File: config.mk
export PLATFORM = sky130hd
export DESIGN_NAME = home_event_scheduler_flat
export DESIGN_NICKNAME = d
export VERILOG_FILES = /design/src/rtl/home_event_scheduler_pkg.sv /design/src/rtl/home_event_scheduler_if.sv /design/src/rtl/home_event_scheduler_arbiter.sv /design/src/rtl/home_event_scheduler.sv /design/src/flat_wrapper.sv
export SDC_FILE = /design/constraint.sdc
export NUM_CORES = 1
export LEC_CHECK = 0
export CORE_ASPECT_RATIO = 1.4
export CORE_MARGIN = 3
export CORE_UTILIZATION = 49
export CTS_BUF_LIST = sky130_fd_sc_hd__clkbuf_8
export CTS_CLUSTER_SIZE = 24
export DETAILED_ROUTE_END_ITERATION = 12
export HOLD_SLACK_MARGIN = 0.08
export PLACE_DENSITY = 0.9
export SETUP_SLACK_MARGIN = 0.1
export SLEW_MARGIN = 10
export SYNTH_ARGS = -nofsm -noshare
export SYNTH_HDL_FRONTEND = slang
export SYNTH_SLANG_ARGS = --single-unit
File: constraint.sdc
create_clock -name clk -period 2.9 [get_ports clk]
set_input_delay 0.29 -clock clk [delete_from_list [all_inputs] [get_ports clk]]
set_output_delay 0.29 -clock clk [all_outputs]
set_load 0.005 [all_outputs]
File: src/rtl/home_event_scheduler_pkg.sv
// Shared types and helpers for the home event scheduler and the actuator decoder.
//   state_code_e : externally visible 3-bit state code (IDLE, ALARM0..3, HEAT, COOL)
//   fsm_e        : internal scheduler FSM states
//   code2onehot  : maps a state code to the 6-bit actuator enable vector
package home_auto_pkg;

  localparam int NUM_REQ   = 4;
  localparam int NUM_CODES = 7;

  typedef enum logic [2:0] {
    CODE_IDLE   = 3'd0,
    CODE_ALARM0 = 3'd1,
    CODE_ALARM1 = 3'd2,
    CODE_ALARM2 = 3'd3,
    CODE_ALARM3 = 3'd4,
    CODE_HEAT   = 3'd5,
    CODE_COOL   = 3'd6
  } state_code_e;

  typedef enum logic [2:0] {
    ST_IDLE,
    ST_GRANT,
    ST_HOLD,
    ST_HEAT,
    ST_COOL
  } fsm_e;

  // IDLE and the unused code 7 both map to all-zero so at most one enable is ever set.
  function automatic logic [5:0] code2onehot(input logic [2:0] code);
    logic [5:0] oh;
    oh = '0;
    if (code != 3'd0 && code < 3'(NUM_CODES))
      oh[code - 3'd1] = 1'b1;
    return oh;
  endfunction

endpackage

File: src/rtl/home_event_scheduler_if.sv
// Actuator-side bus of the home event scheduler.
//   act_valid  : grant offered to the actuator driver
//   act_ready  : driver accepts the grant when act_valid & act_ready
//   grant_id   : index of the granted requester
//   state_code : 3-bit scheduler state code
//   act_onehot : one-hot actuator enables derived from state_code
// master = scheduler side, slave = actuator driver side.
interface home_event_scheduler_if;
  logic       act_valid;
  logic       act_ready;
  logic [1:0] grant_id;
  logic [2:0] state_code;
  logic [5:0] act_onehot;

  modport master (
    output act_valid,
    output grant_id,
    output state_code,
    output act_onehot,
    input  act_ready
  );

  modport slave (
    input  act_valid,
    input  grant_id,
    input  state_code,
    input  act_onehot,
    output act_ready
  );
endinterface

File: src/rtl/home_event_scheduler_arbiter.sv
// Combinational winner selection among the four pending sensor events.
//   pending   : captured, not-yet-accepted events
//   rr_ptr    : round-robin start index (ignored when RR_EN = 0)
//   win_valid : at least one event pending
//   win_id    : selected requester index
// RR_EN = 0 gives fixed priority with index 0 highest; RR_EN = 1 picks the first
// pending index at or after rr_ptr, wrapping modulo 4.
module home_prio_arbiter
  import home_auto_pkg::*;
#(
  parameter bit RR_EN = 1'b0
) (
  input  logic [NUM_REQ-1:0] pending,
  input  logic [1:0]         rr_ptr,
  output logic               win_valid,
  output logic [1:0]         win_id
);

  logic [1:0] start;
  logic [1:0] idx;

  always_comb begin
    win_valid = |pending;
    win_id    = 2'd0;
    idx       = 2'd0;
    start     = RR_EN ? rr_ptr : 2'd0;
    // Scan from the farthest offset down so the nearest pending index is written last.
    for (int k = NUM_REQ - 1; k >= 0; k--) begin
      idx = start + 2'(k);
      if (pending[idx])
        win_id = idx;
    end
  end

endmodule

File: src/rtl/home_event_scheduler.sv
// Home event scheduler: captures sensor event edges, grants one event at a time
// to the actuator path over a valid/ready handshake, holds the actuator for
// HOLD_CYCLES after each accept, and runs heat/cool control when no event waits.
//   clk     : clock, all state on the rising edge
//   rst     : asynchronous active-low reset
//   req     : level sensor inputs (fire, intrusion, flood, gas)
//   temp    : current temperature, unsigned
//   pending : captured, not-yet-accepted events
//   act     : actuator bus (act_valid, act_ready, grant_id, state_code, act_onehot)
module home_event_scheduler
  import home_auto_pkg::*;
#(
  parameter int unsigned TEMP_W      = 6,
  parameter int unsigned TEMP_HI     = 30,
  parameter int unsigned TEMP_LO     = 15,
  parameter int unsigned HYST        = 2,
  parameter int unsigned HOLD_CYCLES = 16,
  parameter bit          RR_EN       = 1'b0
) (
  input  logic                  clk,
  input  logic                  rst,
  input  logic [NUM_REQ-1:0]    req,
  input  logic [TEMP_W-1:0]     temp,
  output logic [NUM_REQ-1:0]    pending,
  home_event_scheduler_if.master act
);

  // Climate thresholds evaluated in 32 bits so TEMP_LO + HYST cannot wrap.
  localparam int unsigned LO_EXIT   = TEMP_LO + HYST;
  localparam int unsigned HI_EXIT   = TEMP_HI - HYST;
  localparam logic [7:0]  HOLD_LOAD = 8'(HOLD_CYCLES - 1);

  logic [NUM_REQ-1:0] req_q;
  logic [NUM_REQ-1:0] pending_q, pending_d;
  logic [NUM_REQ-1:0] set_vec, clr_vec;
  fsm_e               state_q, state_d;
  logic [1:0]         gid_q, gid_d;
  logic [7:0]         cnt_q, cnt_d;
  logic [1:0]         rr_ptr_q;
  logic               valid_q, valid_d;
  logic [2:0]         code_q, code_d;
  logic [5:0]         onehot_q;
  logic               win_valid;
  logic [1:0]         win_id;
  logic               accept;
  logic [31:0]        temp_u;

  assign temp_u = 32'(temp);
  // act_valid is only ever high in GRANT, so act_ready elsewhere has no effect.
  assign accept = valid_q & act.act_ready;

  home_prio_arbiter #(
    .RR_EN (RR_EN)
  ) u_arb (
    .pending   (pending_q),
    .rr_ptr    (rr_ptr_q),
    .win_valid (win_valid),
    .win_id    (win_id)
  );

  // Event capture: a new rising edge beats a same-cycle clear of that bit.
  always_comb begin
    set_vec   = req & ~req_q;
    clr_vec   = accept ? (NUM_REQ'(1) << gid_q) : '0;
    pending_d = (pending_q & ~clr_vec) | set_vec;
  end

  // Next state
  always_comb begin
    state_d = state_q;
    gid_d   = gid_q;
    cnt_d   = cnt_q;
    case (state_q)
      ST_IDLE: begin
        if (win_valid) begin
          state_d = ST_GRANT;
          gid_d   = win_id;
        end else if (temp_u > TEMP_HI) begin
          state_d = ST_COOL;
        end else if (temp_u < TEMP_LO) begin
          state_d = ST_HEAT;
        end
      end
      ST_GRANT: begin
        if (accept) begin
          state_d = ST_HOLD;
          cnt_d   = HOLD_LOAD;
        end
      end
      ST_HOLD: begin
        if (cnt_q == 8'd0)
          state_d = ST_IDLE;
        else
          cnt_d = cnt_q - 8'd1;
      end
      ST_HEAT: begin
        if (temp_u >= LO_EXIT || (|pending_q))
          state_d = ST_IDLE;
      end
      ST_COOL: begin
        if (temp_u <= HI_EXIT || (|pending_q))
          state_d = ST_IDLE;
      end
      default: state_d = ST_IDLE;
    endcase
  end

  // Output decode of the next state, registered alongside it
  always_comb begin
    valid_d = (state_d == ST_GRANT);
    code_d  = CODE_IDLE;
    case (state_d)
      ST_GRANT, ST_HOLD: code_d = {1'b0, gid_d} + 3'd1;
      ST_HEAT:           code_d = CODE_HEAT;
      ST_COOL:           code_d = CODE_COOL;
      default:           code_d = CODE_IDLE;
    endcase
  end

  // State and output registers
  always_ff @(posedge clk or negedge rst) begin
    if (!rst) begin
      req_q     <= '0;
      pending_q <= '0;
      state_q   <= ST_IDLE;
      gid_q     <= 2'd0;
      cnt_q     <= 8'd0;
      rr_ptr_q  <= 2'd0;
      valid_q   <= 1'b0;
      code_q    <= 3'd0;
      onehot_q  <= 6'd0;
    end else begin
      req_q     <= req;
      pending_q <= pending_d;
      state_q   <= state_d;
      gid_q     <= gid_d;
      cnt_q     <= cnt_d;
      if (accept)
        rr_ptr_q <= gid_q + 2'd1;
      valid_q   <= valid_d;
      code_q    <= code_d;
      onehot_q  <= code2onehot(code_d);
    end
  end

  assign pending        = pending_q;
  assign act.act_valid  = valid_q;
  assign act.grant_id   = gid_q & {2{code_q != 3'd0 && code_q < 3'd5}};
  assign act.state_code = code_q;
  assign act.act_onehot = onehot_q;

endmodule

File: src/flat_wrapper.sv
// flat-port wrapper written by rule: the top's interface ports become plain ports
module home_event_scheduler_flat import home_auto_pkg::*;
#(
  parameter int unsigned TEMP_W      = 6,
  parameter int unsigned TEMP_HI     = 30,
  parameter int unsigned TEMP_LO     = 15,
  parameter int unsigned HYST        = 2,
  parameter int unsigned HOLD_CYCLES = 16,
  parameter bit          RR_EN       = 1'b0
)
  (clk, rst, req, temp, pending, act_act_valid, act_grant_id, act_state_code, act_act_onehot, act_act_ready);
  home_event_scheduler_if act_i ();
  input  logic clk;
  input  logic rst;
  input  logic [NUM_REQ-1:0] req;
  input  logic [TEMP_W-1:0] temp;
  output logic [NUM_REQ-1:0] pending;
  output wire logic [$bits(act_i.act_valid)-1:0] act_act_valid;
  output wire logic [$bits(act_i.grant_id)-1:0] act_grant_id;
  output wire logic [$bits(act_i.state_code)-1:0] act_state_code;
  output wire logic [$bits(act_i.act_onehot)-1:0] act_act_onehot;
  input wire logic [$bits(act_i.act_ready)-1:0] act_act_ready;
  assign act_act_valid = act_i.act_valid;
  assign act_grant_id = act_i.grant_id;
  assign act_state_code = act_i.state_code;
  assign act_act_onehot = act_i.act_onehot;
  assign act_i.act_ready = act_act_ready;
  home_event_scheduler #(.TEMP_W(TEMP_W), .TEMP_HI(TEMP_HI), .TEMP_LO(TEMP_LO), .HYST(HYST), .HOLD_CYCLES(HOLD_CYCLES), .RR_EN(RR_EN)) u_core (.clk(clk), .rst(rst), .req(req), .temp(temp), .pending(pending), .act(act_i));
endmodule
==> summary by stage, run 1 <==
Status
The run finished, with violations left. The checks that failed: setup timing.

Die
For this design the top-level I/O count stands at 29. From bottom edge to top edge, the die measures 74.0 um. The core region is 3150 sq um.

In this run the horizontal extent of the chip is 54.5 um. The initial cell density of the core is 51.3%. The site row count is 24.

The die covers 4030 sq um.

STA
The number of setup violations in the final report is 7. The count of final max-slew check failures is 0. The achievable clock frequency is 304 MHz. The pin slew with the least headroom to its limit is 0.769 ns.

Measured against its own limit, the worst slew margin works out to 47.9%. The count of endpoints failing hold in the final timing report came to 0. Setup repair after global routing could not meet its margin everywhere. The post-route clock period utilization is 114%. The worst setup slack after layout is -0.393 ns.

For the finished layout, the period the worst path requires is 3.29 ns. The post-route clock skew is 0.00174 ns.

Power and ir drop
For this design the ratio of total power to cell area is 1430 nW/um^2. The leakage power total is 1.21 nW. The worst-case IR drop observed on VDD is 1750 uV.

Detailed routing
Detailed routing inserted a total of 1901 vias. The DRC violation total after the first TritonRoute iteration is 178. Dividing the detail-routed wire length by the instance count gives 24.0 um. The detailed router used layers up to and including met4. After detailed routing, the met2 layer carries 3550 um of wire. The total iterations of the first detailed-routing run is 4.

The post-detailed-route via-to-cell ratio is 6.51. Once detail routing completed, the nets flagged for antenna violations numbered 0. In the detailed route, the total length drawn on met3 is 588 um. After detailed routing, the total wire length is 7020 um.

For this run, design rule violations remaining after detail routing come to 0. The routed length on met1 is 2410 um.

Global route
The first global-routing pass estimated 9490 um of wire. The global route total overflow is 0. The maximum number of pins on one net before global-route repair is 32.

The number of global-route vias before repair is 1865. Global routing consumed, over all layers together, 33.7% of the routing resources. The number of antenna violations at the first check in global routing came to 0.

Setup path
The number of buffers and inverters on the critical path is 0. The cell depth of the worst setup path is 9. STA puts the critical path data arrival time at 3.48 ns. The library cell appearing most often on the critical path is sky130_fd_sc_hd__a2111oi_4. The launch point of the worst reg-to-reg path is u_core.state_q[2]. The startpoint class of the critical path is a flop. Walking the worst path, the cells encountered are or4bb_1 -> or3_4 -> nand4_1 -> o22a_1 -> nand2_2 -> ha_2 -> a2111oi_4 -> or3b_4 -> a2111oi_4.

Measured in cells, the most critical reg-to-reg path has a length of 9. The kind of cell adding the most delay to the critical path is simple AND/OR/NAND/NOR gates. On the worst path, the slowest cell contributes a delay of 0.56 ns. Across all register-to-register paths, the minimum setup slack is -0.39 ns. Among all stages on the critical path, the largest delay is contributed by sky130_fd_sc_hd__or4bb_1. The type of element capturing the critical path is a flop. The critical path class is reg -> reg.

Along the worst path, the maximum fanout reaches 6. In this run the critical register-to-register path is captured at u_core.act.act_onehot[2]. Data on the critical path is required at its endpoint by 3.09 ns. The critical path ends at u_core.act.act_onehot[2]. The timing startpoint of the critical path is u_core.state_q[2].

Placement
At the placement stage, the worst setup path has a slack of -0.574 ns. The final HPWL from detailed placement is 3360 um. The weighted congestion reported at the end of routability-driven placement is 0.943. After detailed placement, the design holds a cell count of 261. The number of port buffers is 28.

Clocking
No sink is reached through more buffers than the 2 on the longest clock path. The TritonCTS clock tree is done. The total CTS buffers is 5. The library cell used as clock root buffer is sky130_fd_sc_hd__clkbuf_8. The total number of H-tree levels is 2. At the later pin of the worst-skew pair, clock insertion delay measures 0.30 ns. The clock drives 31 sinks. Buffers inserted to repair hold after CTS numbered 0. Clock-pin slew was measured on the worst setup and hold paths at 0.07 ns.

Synthesis
The net count after synthesis is 173. Sequential cells were found to cover 48.0% of the synthesized design area. In this run the cell area of the synthesized design comes to 1620 sq um. The top cell type by total area after synthesis is sky130_fd_sc_hd__dfrtp_1. The async set-or-reset flop fraction in the synthesized netlist is 100%.

The count of warnings emitted by yosys is 0. The total of flip-flops plus latches after synthesis is 31. The most used flip-flop cell after synthesis is sky130_fd_sc_hd__dfrtp_1.

After technology mapping, the gate count stands at 156. The number of enable-type register cells in the synthesized netlist is 0. In the post-synthesis netlist, the biggest area contributors are sky130_fd_sc_hd__dfrtp_1 48%, sky130_fd_sc_hd__o21ai_0 3.7%, sky130_fd_sc_hd__nor2_1 3.3%. The count of unique library cells instantiated by Yosys is 46. The synthesized area divided by synthesized cell count is 10.4 sq um.

The area fraction of the dominant cell type after synthesis is 48.0%.

Flow run
The max-capacitance violation count is 0.

Finish
The net count of the finished layout is 269. Leaving out filler cells and counting taps, the final layout contains 292. The growth of design area from synthesis to finish is 67.3%. The number of antenna diodes in the final layout is 0. The fraction of final layout cells with drive strength greater than 1 is 40.7%.

Worst hold path
In this run the worst hold path is classified as in -> async.
[worst min-delay path by stage]
| stage | start | end | slack (ns) | cells after the start |
|---|---|---|---|---|
| 4_1_cts | rst | u_core.cnt_q[6] | 0.41 | 2 |
| 3_5_place_dp | u_core.req_q[2] | u_core.pending[2] | 0.42 | 1 |
| 6_report | rst | u_core.req_q[3] | 0.39 | 2 |
| 5_1_grt | rst | u_core.req_q[3] | 0.41 | 2 |
| 3_3_place_gp | u_core.req_q[1] | u_core.pending[1] | 0.40 | 1 |
| 2_1_floorplan | rst | u_core.act.act_onehot[0] | -0.006 | 0 |
[state kept, by name (all words and copies together), names as in the netlist]
name	count
u_core.state_q	3
u_core.act.act_valid	1
u_core.cnt_q	8
u_core.act.state_code	3
u_core.act.act_onehot	6
u_core.req_q	4
u_core.gid_q	2
u_core.pending	4
[cell usage in the layout, fill, tap and decap left out, types with 2 or more instances in the layout]
cell type and instances:
sky130_fd_sc_hd__nand3_1 4, sky130_fd_sc_hd__xor2_1 5, sky130_fd_sc_hd__nand4_1 2, sky130_fd_sc_hd__o311ai_1 2
sky130_fd_sc_hd__and3_1 2, sky130_fd_sc_hd__o21a_1 2, sky130_fd_sc_hd__a221oi_1 2, sky130_fd_sc_hd__ha_4 2
sky130_fd_sc_hd__dfrtp_1 29, sky130_fd_sc_hd__a2111oi_4 4, sky130_fd_sc_hd__o31ai_1 4, sky130_fd_sc_hd__clkdlybuf4s50_1 28
sky130_fd_sc_hd__nand2_1 8, sky130_fd_sc_hd__inv_1 11, sky130_fd_sc_hd__nand2b_1 2, sky130_fd_sc_hd__buf_4 60
sky130_fd_sc_hd__o21ai_0 12, sky130_fd_sc_hd__buf_6 2, sky130_fd_sc_hd__or4_4 3, sky130_fd_sc_hd__and2_4 2
sky130_fd_sc_hd__nor3_1 4, sky130_fd_sc_hd__dfrtp_2 2, sky130_fd_sc_hd__clkbuf_8 5, sky130_fd_sc_hd__xnor2_1 2
sky130_fd_sc_hd__o211ai_1 2, sky130_fd_sc_hd__clkinvlp_4 2, sky130_fd_sc_hd__nor2_1 14, sky130_fd_sc_hd__and2_1 2
[final cells by class]
class	count	area [sq um]
clock buffer	5	68.8
clock inverter	3	20.0
timing repair buffer	91	773
multi-input combinational	111	971
sequential	31	778
fill	139	448
inverter	12	45.0
tap	39	48.8
[per-layer routing]
layer / GRT usage (%) / vias to the layer above
met5: 0 / -
met1: 36.1 / 908
met3: 9.22 / 65
li1: - / 773
met2: 59.5 / 155
met4: 15.2 / 0
[where the power goes]
group	switching [W]	internal, W
sequential	0.000126	0.000561
combinational	0.00139	0.00145
clock	0.000183	0.000167
total	0.00170	0.00217
[stage by stage]
stage	setup TNS [ns]	hold slack, ns	cell area [sq um]	util (%)	total power [W]
finish	-2.04	0.391	2710	85.8	0.00388
CTS	-0.716	0.409	2560	81.2	0.00328
global placement	-1.84	0.404	2280	72.3	0.00237
global route	-2.71	0.406	2710	85.8	0.00400
detailed placement	-2.76	0.422	2280	72.3	0.00247
floorplan	-0.595	-0.00559	1660	-	0.00169
[Yosys cell counts (2+ instances only)]
cell type,number
sky130_fd_sc_hd__a21oi_1,2
sky130_fd_sc_hd__nor2_1,14
sky130_fd_sc_hd__xor2_1,5
sky130_fd_sc_hd__nand2b_1,3
sky130_fd_sc_hd__or4_4,2
sky130_fd_sc_hd__xnor2_1,2
sky130_fd_sc_hd__nand3_1,5
sky130_fd_sc_hd__or3_1,2
sky130_fd_sc_hd__o31ai_1,5
sky130_fd_sc_hd__o311ai_1,2
sky130_fd_sc_hd__a2111oi_1,2
sky130_fd_sc_hd__nand4_1,2
sky130_fd_sc_hd__and3_1,2
sky130_fd_sc_hd__ha_1,4
sky130_fd_sc_hd__a221oi_1,3
sky130_fd_sc_hd__nor4b_1,2
sky130_fd_sc_hd__dfrtp_1,31
sky130_fd_sc_hd__o211ai_1,2
sky130_fd_sc_hd__nor3_1,6
sky130_fd_sc_hd__o21ai_0,12
sky130_fd_sc_hd__inv_1,11
sky130_fd_sc_hd__and2_1,4
sky130_fd_sc_hd__o21a_1,2
sky130_fd_sc_hd__nand2_1,9
[timing repair]
item                       4_1_cts  5_1_grt
pin swaps                        7        8
setup buffers                   16        7
setup endpoints to repair        6        7
gates resized for setup         14       13
[cells by family after synthesis]
logic type | share of synthesized area (%)
buffers and inverters | 3.71
muxes | 0.619
DFF | 48.0
xor gates and xnor gates | 3.79
AOI/OAI and AO/OA | 20.6
and+or+nand+nor | 19.6
adders and majority gates | 3.72
No activity file was read; power rests on OpenSTA's default activity.
==> run 2, diff against run 1 <==
--- a/config.mk
+++ b/config.mk
@@ -14,7 +14,7 @@
 export HOLD_SLACK_MARGIN = 0.08
 export PLACE_DENSITY = 0.9
 export SETUP_SLACK_MARGIN = 0.1
-export SLEW_MARGIN = 10
+export SLEW_MARGIN = 40
 export SYNTH_ARGS = -nofsm -noshare
 export SYNTH_HDL_FRONTEND = slang
 export SYNTH_SLANG_ARGS = --single-unit
==> results of run 2 <==
Final layout, timing and power as in run 1 (identical DEF).
==> run 3, diff against run 2 <==
--- a/config.mk
+++ b/config.mk
@@ -7,12 +7,11 @@
 export LEC_CHECK = 0
 export CORE_ASPECT_RATIO = 1.4
 export CORE_MARGIN = 3
-export CORE_UTILIZATION = 49
-export CTS_BUF_LIST = sky130_fd_sc_hd__clkbuf_8
+export CORE_UTILIZATION = 47
 export CTS_CLUSTER_SIZE = 24
 export DETAILED_ROUTE_END_ITERATION = 12
 export HOLD_SLACK_MARGIN = 0.08
-export PLACE_DENSITY = 0.9
+export PLACE_DENSITY = 0.87
 export SETUP_SLACK_MARGIN = 0.1
 export SLEW_MARGIN = 40
 export SYNTH_ARGS = -nofsm -noshare
==> constraint.sdc (replaced) <==
create_clock -name clk -period 2.9 [get_ports clk]
set_input_delay 0.58 -clock clk [delete_from_list [all_inputs] [get_ports clk]]
set_output_delay 0.58 -clock clk [all_outputs]
set_load 0.005 [all_outputs]
==> run 3 against run 2 <==
Compared with the run above: the flow still finishes with violations (setup timing); first-iteration DRC count increased by 3.9%; largest cell class unchanged; via count increased by 2.4%; clock-buffer cell count unchanged; register-to-register slack got worse by 0.06 ns; largest power group unchanged; critical path depth increased by 1; sequential share of layout area decreased by 0.64 points; routed wire length increased by 5.1%; combinational power increased by 11%; sequential power about the same; fmax decreased by 1.8%.
==> summary by stage, run 3 (same netlist as run 1, synthesis figures left out) <==
Finish
The post-route cell area is 2780 sq um. The library cell used most frequently in the layout, excluding fill and tap cells, is sky130_fd_sc_hd__buf_4. 0 antenna diodes ended up in the layout. The number of flip-flops under the largest register name is 8. Once layout is complete, the cells apart from fillers number 293.

The top cell types in the final layout, fill and taps aside, are 58 x sky130_fd_sc_hd__buf_4, 27 x sky130_fd_sc_hd__dfrtp_1, 22 x sky130_fd_sc_hd__clkdlybuf4s50_1. The fraction of final layout cells with drive strength greater than 1 is 43.7%. The final net count is 270. The growth of design area from synthesis to finish is 71.7%. The final core area utilization is 86.4%. The register bank with the most flops is u_core.cnt_q.

Clocking
The buffer levels on the longest clock path is 2. For this design, the sink count on the clock tree is 31. The clock latency on the worst-skew pair is 0.30 ns. The clock-pin slew on the worst setup and hold paths is 0.07 ns. The cell sitting at the root of the clock tree is a sky130_fd_sc_hd__clkbuf_8. The TritonCTS clock tree is done. The total number of H-tree levels is 2. The total CTS buffers is 5.

Setup path
Counting both buffers and inverters, the worst setup path holds a total of 1. Across all register-to-register paths, the minimum setup slack is -0.45 ns. On the worst path, the slowest cell contributes a delay of 0.57 ns.

The endpoint of the worst-slack reg-to-reg timing path is u_core.act.act_onehot[3]. Traced cell by cell, the critical path runs through or4bb_1 -> or3_4 -> nand4_1 -> o22a_1 -> nand2_2 -> ha_4 -> a2111oi_4 -> or3b_4 -> buf_6 -> a221oi_2. The launch point of the worst reg-to-reg path is u_core.state_q[2]. The arrival time at the worst endpoint is 3.56 ns. The slowest stage cell on the critical path is sky130_fd_sc_hd__or4bb_1. Among cell families on the critical path, the largest total delay comes from simple AND/OR/NAND/NOR gates.

STA classifies the critical path startpoint as a flop. The type of element capturing the critical path is a flop. The critical path in this run is classified as reg -> reg. The worst register-to-register path has a depth of 10. The highest net fanout along the worst path is 4.

For the worst setup path, the data required time is 3.11 ns.

Die
The core footprint is 3210 sq um. The initial utilization of the core area, before any placement, comes to 50.3%. The floorplan has 24 rows. The horizontal die dimension is 55.6 um. The overall die area is 4190 sq um. The die is 75.4 um tall. The I/O pin count is 29.

Worst hold path
In this run the worst hold path is classified as reg -> reg. The startpoint identified for the worst hold timing path is u_core.req_q[2]. The worst hold path terminates at u_core.pending[2]. The worst hold path depth is 1.

Flow run
The max-capacitance violation count is 0.

Detailed routing
The post-detailed-route via-to-cell ratio is 6.65. The first routing iteration left 185 violations. The total detailed-routing wirelength is 7380 um.

After detailed routing, the number of remaining DRC violations is 0. Dividing the detail-routed wire length by the instance count gives 25.2 um. The first detailed-routing pass ran for 5 iterations. The count of vias placed by the detailed router is 1947. The number of nets with antenna violations after detailed routing is 0.

Power and ir drop
Power spread over the standard cell area amounts to 1510 nW/um^2. The worst-case IR drop observed on VDD is 1470 uV. The analysis attributes to cell leakage a power of 1.24 nW.

Global route
The first global-routing pass estimated 10000 um of wire. In the global route stage, overall resource usage came out at 32.1%. After global routing the overflow that remains totals 0. Entering global routing, the biggest net connects 32 pins. The number of global-route vias before repair is 2028.

The number of antenna violations at the first check in global routing was 0.

STA
The time the final worst path needs with I/O delays and setup is 3.35 ns. The worst setup slack after layout is -0.455 ns. The final critical path takes up 116% of the cycle. The pin slew with the least headroom to its limit is 0.742 ns. In this run the tightest slew margin relative to its limit is 50.0%.

The post-route clock skew is 0.00400 ns. Setup violations remaining at the end of the flow were counted as 7. The count of endpoints failing hold in the final timing report came to 0.

Setup repair after global routing could not meet its margin everywhere. Timing would allow up to 298 MHz. The count of final max-slew check failures was 0.

Placement
Routability-driven placement finished with a final weighted congestion of 0.873. The placed instances occupy a cell area of 2250 sq um. In this run the tool buffered the top-level ports with 28 buffer cells. The number of placed instances, taps included, is 262. The HPWL after detailed placement is 3570 um.

Status
The run finished, with violations left. The final reports fail on setup timing.
[run 3: layer usage]
layer | track usage (%) | wire length, um
met2 | 58.6 | 3570
met1 | 30.5 | 2600
met4 | 28.9 | 590
met3 | 7.12 | 611
met5 | 0 | 0
[run 3: worst max-delay path by stage]
stage	start	to	slack, ns	cells past startpoint
CTS	u_core.state_q[2]	u_core.act.act_onehot[2]	-0.20	9
finish	u_core.state_q[2]	u_core.act.act_onehot[3]	-0.45	10
detailed placement	temp[0]	u_core.act.act_onehot[2]	-0.76	10
global placement	temp[5]	u_core.act.act_onehot[0]	-0.62	10
floorplan	u_core.pending[1]	u_core.act.act_onehot[0]	-0.20	10
global route	u_core.state_q[0]	u_core.act.act_onehot[3]	-0.49	10
[run 3: stage by stage]
| step | power, W | setup TNS [ns] | hold slack (ns) | worst slack (ns) |
|---|---|---|---|---|
| 3_5_place_dp | 0.00244 | -3.91 | 0.413 | -0.764 |
| 2_1_floorplan | 0.00158 | -0.702 | 0.284 | -0.203 |
| 3_3_place_gp | 0.00232 | -3.27 | 0.403 | -0.620 |
| 6_report | 0.00420 | -2.32 | 0.447 | -0.455 |
| 4_1_cts | 0.00342 | -0.936 | 0.422 | -0.197 |
| 5_1_grt | 0.00433 | -2.53 | 0.461 | -0.494 |
[run 3: worst reg2reg max path: cells and delay by family, from the launching register on]
kind | cells | cell delay (ns)
AND/OR/NAND/NOR | 5 | 1.74
adder cells (fa/ha/maj) | 1 | 0.20
AO/OA/AOI/OAI | 3 | 0.73
flip-flops | 1 | 0.46
buffers and inverters | 1 | 0.14
[run 3: final cells by class]
cell class | instances | area, sq um
flip-flops and latches | 31 | 781
multi-input cells | 111 | 1020
well taps | 39 | 48.8
clock buffers | 5 | 68.8
repair buffers | 92 | 790
fillers | 131 | 438
inverters | 12 | 45.0
clock inverters | 3 | 20.0
[run 3: power by group]
part / switching, W / internal (W)
Combinational: 0.00156 / 0.00160
Clock: 0.000187 / 0.000167
Sequential: 0.000127 / 0.000562
Total: 0.00188 / 0.00233
[run 3: repair_timing]
item / in CTS / in global routing
buffers inserted: 16 / 10
pin swaps: 11 / 11
endpoints found under the setup margin: 6 / 7
gates resized for setup: 31 / 21
hold buffers: 0 / 0
